<file path="src/rtl/mp_add_pkg.sv">
// Shared definitions for the multi-byte sequential adder: state encoding,
// default operand length and the signed-overflow rule.
package mp_add_pkg;

   typedef enum logic {
      IDLE = 1'b0,
      BUSY = 1'b1
   } state_t;

   localparam int MAX_BYTES_DEF = 16;

   function automatic logic add_ovf(input logic a_msb, input logic b_msb, input logic sum_msb);
      return (a_msb == b_msb) && (sum_msb != a_msb);
   endfunction

endpackage

</file>
<file path="src/rtl/cla8_core.sv">
// Combinational 8-bit carry-lookahead adder; every carry is formed directly
// from generate/propagate terms and cin rather than rippling bit to bit.
module cla8_core (
   input  logic [7:0] a,
   input  logic [7:0] b,
   input  logic       cin,
   output logic [7:0] sum,
   output logic       cout
);

   logic [7:0] g;
   logic [7:0] p;
   logic [8:0] c;
   logic       term;
   logic       prod;

   always_comb begin
      g    = a & b;
      p    = a ^ b;
      c    = '0;
      term = 1'b0;
      prod = 1'b1;
      c[0] = cin;
      for (int i = 0; i < 8; i++) begin
         term = 1'b0;
         prod = 1'b1;
         for (int j = i; j >= 0; j--) begin
            term = term | (g[j] & prod);
            prod = prod & p[j];
         end
         c[i+1] = term | (prod & cin);
      end
      sum  = p ^ c[7:0];
      cout = c[8];
   end

endmodule

</file>
<file path="src/rtl/mp_add_seq.sv">
// Byte-serial multi-byte adder, LSB first, with a single registered output
// stage, carry chaining across bytes and framing/length error detection.
//
// state | meaning
// ------+-----------------------------------------------------------
// IDLE  | waiting for the first (least-significant) byte of an operand
// BUSY  | inside an operand; carry_q holds the carry of the previous byte
module mp_add_seq
   import mp_add_pkg::*;
#(
   parameter int MAX_BYTES = MAX_BYTES_DEF
) (
   input  logic       clk,
   input  logic       rst,
   input  logic       in_valid,
   output logic       in_ready,
   input  logic [7:0] in_a,
   input  logic [7:0] in_b,
   input  logic       in_first,
   input  logic       in_last,
   input  logic       cin,
   output logic       out_valid,
   input  logic       out_ready,
   output logic [7:0] out_sum,
   output logic       out_first,
   output logic       out_last,
   output logic       out_cout,
   output logic       out_ovf,
   output logic       err
);

   localparam int CW = $clog2(MAX_BYTES);
   typedef logic [CW-1:0] left_t;

   state_t     state;
   state_t     state_nxt;
   logic       carry_q;
   logic       carry_nxt;
   left_t      left_q;
   left_t      left_nxt;
   logic       accept;
   logic       first_eff;
   logic       last_eff;
   logic       force_last;
   logic       proto_err;
   logic       err_nxt;
   logic       cy;
   logic       c;
   logic [7:0] sum;

   assign in_ready = !out_valid || out_ready;
   assign accept   = in_valid && in_ready;

   cla8_core u_cla (
      .a    (in_a),
      .b    (in_b),
      .cin  (cy),
      .sum  (sum),
      .cout (c)
   );

   // left_q counts down the bytes still allowed in the current operand;
   // reaching 1 on a non-first byte means this byte is the MAX_BYTES-th.
   always_comb begin
      state_nxt  = state;
      carry_nxt  = carry_q;
      left_nxt   = left_q;
      err_nxt    = 1'b0;
      first_eff  = (state == IDLE) || in_first;
      proto_err  = (state == IDLE) ? !in_first : in_first;
      force_last = !first_eff && (left_q == left_t'(1)) && !in_last;
      last_eff   = in_last || force_last;
      cy         = first_eff ? cin : carry_q;
      if (accept) begin
         carry_nxt = c;
         err_nxt   = proto_err || force_last;
         left_nxt  = first_eff ? left_t'(MAX_BYTES - 1) : left_q - 1'b1;
         state_nxt = last_eff ? IDLE : BUSY;
      end
   end

   always_ff @(posedge clk) begin
      if (rst) begin
         state   <= IDLE;
         carry_q <= 1'b0;
         left_q  <= '0;
      end else begin
         state   <= state_nxt;
         carry_q <= carry_nxt;
         left_q  <= left_nxt;
      end
   end

   // A new accept always wins over a same-cycle drain so the stage never bubbles.
   always_ff @(posedge clk) begin
      if (rst) begin
         out_valid <= 1'b0;
         out_sum   <= '0;
         out_first <= 1'b0;
         out_last  <= 1'b0;
         out_cout  <= 1'b0;
         out_ovf   <= 1'b0;
         err       <= 1'b0;
      end else begin
         err <= err_nxt;
         if (accept) begin
            out_valid <= 1'b1;
            out_sum   <= sum;
            out_first <= first_eff;
            out_last  <= last_eff;
            out_cout  <= last_eff ? c : 1'b0;
            out_ovf   <= last_eff ? add_ovf(in_a[7], in_b[7], sum[7]) : 1'b0;
         end else if (out_ready) begin
            out_valid <= 1'b0;
         end
      end
   end

endmodule

</file>
<file path="config.mk">
export PLATFORM = sky130hd
export DESIGN_NAME = mp_add_seq
export DESIGN_NICKNAME = d
export VERILOG_FILES = /design/src/rtl/mp_add_pkg.sv /design/src/rtl/cla8_core.sv /design/src/rtl/mp_add_seq.sv
export SDC_FILE = /design/constraint.sdc
export NUM_CORES = 1
export LEC_CHECK = 0
export CORE_ASPECT_RATIO = 1.75
export CORE_MARGIN = 4
export CORE_UTILIZATION = 45
export CTS_CLUSTER_DIAMETER = 100
export CTS_CLUSTER_SIZE = 12
export DETAILED_ROUTE_END_ITERATION = 16
export GPL_TIMING_DRIVEN = 0
export PLACE_DENSITY_LB_ADDON = 0.3
export SYNTH_ARGS = -nofsm -noshare
export SYNTH_HDL_FRONTEND = slang
export SYNTH_SLANG_ARGS = --single-unit
export TNS_END_PERCENT = 10
</file>
<file path="constraint.sdc">
create_clock -name clk -period 2.8 [get_ports clk]
set_clock_uncertainty 0.05 [all_clocks]
set_input_delay 0.56 -clock clk [delete_from_list [all_inputs] [get_ports clk]]
set_output_delay 0.56 -clock clk [all_outputs]
set_load 0.01 [all_outputs]
</file>
==> impl_metrics.env <==
export IMPL_status="completed"
export IMPL_path_clk_slew_ns=0.07
export IMPL_num_rows=24
export IMPL_die_w_um=46.4
export IMPL_first_pass_iters=4
export IMPL_n_fill_cell=223
export IMPL_cts_setup_buffers=0
export IMPL_cap_violations=0
export IMPL_grt_overflow=0
export IMPL_dpl_hpwl_mm=2.37
export IMPL_core_um2=2490
export IMPL_synth_seq_cells=20
export IMPL_clockBufferDepth=2
export IMPL_tightest_slew_ns=0.461
export IMPL_crit_type="input port to register"
export IMPL_r2r_slack_ns=0.59
export IMPL_rsz0062_at_grt="false"
export IMPL_avgSynthCellArea_um2=8.59
export IMPL_p_per_area_nw_per_um2=470
export IMPL_n_antenna_cell=0
export IMPL_critPathBufInv=2
export IMPL_top_register="out_sum"
export IMPL_pre_cts_ws_ns=-0.0922
export IMPL_netlist_cell_type_count=38
export IMPL_multi_input_area_um2=707
export IMPL_grt_max_degree=12
export IMPL_fmax_ghz=0.381
export IMPL_holdCritStartpoint="out_sum[3]"
export IMPL_worstHoldEndpoint="out_sum[3]"
export IMPL_vias=1124
export IMPL_track_usage_pct=18.1
export IMPL_maxSlewViolCount=0
export IMPL_cts_buffers=3
export IMPL_wl_per_cell_um=14.1
export IMPL_fin_crit_sh_pct=93.8
export IMPL_rr_endpoint="carry_q"
export IMPL_start_kind="input port"
export IMPL_routed_wl_mm=2.85
export IMPL_ctsResizeCount=0
export IMPL_cts_hold_buffers=0
export IMPL_netlist_instances=135
export IMPL_register_area_um2=400
export IMPL_leakage_nw=0.658
export IMPL_cp_arrival_ns=2.70
export IMPL_ant_nets=0
export IMPL_cts_tree="yes"
export IMPL_nets=212
export IMPL_reg_top3="out_sum (8), left_q (4)"
export IMPL_drtIter0Drc=19
export IMPL_period_needed_ns=2.63
export IMPL_hold_class="register to register"
export IMPL_r2r_start="state"
export IMPL_syn_nets=170
export IMPL_reg2reg_depth=6
export IMPL_die_y_um=75.2
export IMPL_area_delta_synth_final_pct=39.5
export IMPL_syn_area_um2=1160
export IMPL_grt_pass1_vias=1106
export IMPL_crit_fanout=7
export IMPL_largest_reg_flops=8
export IMPL_numClockSinks=20
export IMPL_fin_util_pct=64.9
export IMPL_clk_latency_ns=0.26
export IMPL_seq_area_frac_synth_pct=34.5
export IMPL_max_slew_margin_pct=69.2
export IMPL_drc=0
export IMPL_vdd_drop_max_mv=0.261
export IMPL_crit_path_end_kind="register"
export IMPL_grt_pass1_wl_mm=4.57
export IMPL_h_tree_depth=1
export IMPL_cts_root_buf="clkbuf_8"
export IMPL_cp_required_ns=2.87
export IMPL_drive_gt1_share_pct=5.11
export IMPL_path_delay_family="simple AND/OR/NAND/NOR gates"
export IMPL_min_path_cells=2
export IMPL_initial_utilization_pct=46.5
export IMPL_worst_slack_ns=0.174
export IMPL_antenna_found_initial=0
export IMPL_tns_ns=0
export IMPL_crit_chain="clkdlybuf4s50_1, inv_1, ha_1, mux2i_2, nor3_2, or3_4, o31ai_1, a211oi_1"
export IMPL_synth_warnings=0
export IMPL_finalHoldViolations=0
export IMPL_globalplace_congestion=0.720
export IMPL_ios=38
export IMPL_design_die_area_um2=3490
export IMPL_cpPeakStageDelay_ns=0.42
export IMPL_crit_slowest_cell="or3_4"
export IMPL_setup_viol=0
export IMPL_io_buffer_count=37
export IMPL_viasPerCell=5.56
[power breakdown]
group,leakage (nW),internal [W],switching (W)
registers,0.165,0.000309,0.0000155
clock network,0.0288,0.000125,0.0000937
logic,0.464,0.000117,0.000101
total,0.658,0.000551,0.000210
[placed cells by master (no fill, tap or decap), types with 3 or more instances in the layout]
master / count
clkdlybuf4s50_1: 37
dfxtp_1: 20
nor2_1: 13
nand2_1: 11
ha_1: 11
a21oi_1: 10
inv_1: 9
clkbuf_1: 5
o21ai_0: 5
a211oi_1: 5
nor3_1: 4
clkbuf_8: 4
xnor2_1: 3
a311oi_1: 3
[stage by stage]
stage | hold slack [ns] | std cells | instance area (um2) | power (W)
2_1_floorplan | 0.390 | 135 | 1160 | 0.000453
3_3_place_gp | 0.393 | 198 | 1560 | 0.000539
3_5_place_dp | 0.397 | 198 | 1560 | 0.000549
4_1_cts | 0.407 | 202 | 1620 | 0.000762
5_1_grt | 0.423 | 202 | 1620 | 0.000799
6_report | 0.405 | 202 | 1620 | 0.000761
[area by class of cell]
| type | count | area share, % |
|---|---|---|
| Buffer | 5 | 1.16 |
| Clock buffer | 4 | 3.40 |
| Inverter | 9 | 2.09 |
| Multi-Input combinational cell | 101 | 43.7 |
| Sequential cell | 20 | 24.7 |
| Tap cell | 26 | 2.01 |
| Timing Repair Buffer | 37 | 22.9 |
[cell families (layout without fill, tap and decap cells)]
kind of cell,Yosys count,count (layout),synth area share (%)
XOR/XNOR,5,5,3.78
flip-flops,20,20,34.5
AND/OR/NAND/NOR,47,47,21.1
adder cells (fa/ha/maj),12,12,13.6
multiplexers,1,1,1.19
AO/OA/AOI/OAI,36,36,21.3
buffers and inverters,14,55,4.53
[cell usage after synthesis]
cell	n	share of area [%]
a32o_1	1	0.86
o31a_1	1	0.76
a31oi_1	1	0.54
nor3_2	1	0.86
and4_1	1	0.76
xnor2_1	3	2.3
a211o_1	1	0.76
fa_1	1	1.7
nand4_1	2	1.1
nor4_1	2	1.1
o21ai_0	5	2.2
nor3_1	4	1.7
clkbuf_1	5	1.6
a211oi_1	5	3.2
mux2i_2	1	1.2
a311oi_1	3	2.3
o31ai_1	1	0.65
nand3_1	2	0.86
nor2_1	13	4.2
o221a_2	1	0.97
or3_1	2	1.1
o21bai_1	1	0.65
a21oi_1	10	4.3
o21a_1	2	1.3
or3_4	1	0.97
ha_1	11	12
or2b_1	2	1.3
nor4b_1	1	0.76
nand2_1	11	3.6
and2_1	1	0.54
a21o_1	2	1.3
xor2_1	2	1.5
nor3b_1	1	0.65
and3_2	1	0.65
inv_1	9	2.9
dfxtp_1	20	35
nand2b_1	2	1.1
a22o_1	2	1.5
[layer usage]
metal  vias up  part of all wire [%]  GRT usage (%)
met4         0                   1.7           8.23
met2        26                    57           35.3
li1        569                     -              -
met1       524                    36           16.5
met5         -                     0              0
met3         5                   5.1           4.07
[worst max-delay path by stage]
stage                   from  endpoint  slack [ns]  depth (start not counted)
floorplan           in_first   out_ovf        0.57                          7
global placement    in_first   carry_q       -0.06                          8
detailed placement  in_first  out_cout       -0.09                          8
CTS                 in_first   carry_q        0.15                          8
global route        in_first   carry_q        0.05                          8
finish              in_first   carry_q        0.17                          8
[worst register-to-register path, delay by kind of cell (launching register included)]
family | cells | cell delay [ns]
multiplexers | 1 | 0.39
flip-flops | 1 | 0.34
AND/OR/NAND/NOR | 2 | 0.53
adder cells (fa/ha/maj) | 1 | 0.33
AO/OA/AOI/OAI | 2 | 0.44
Power figures use the tool's default switching activity.
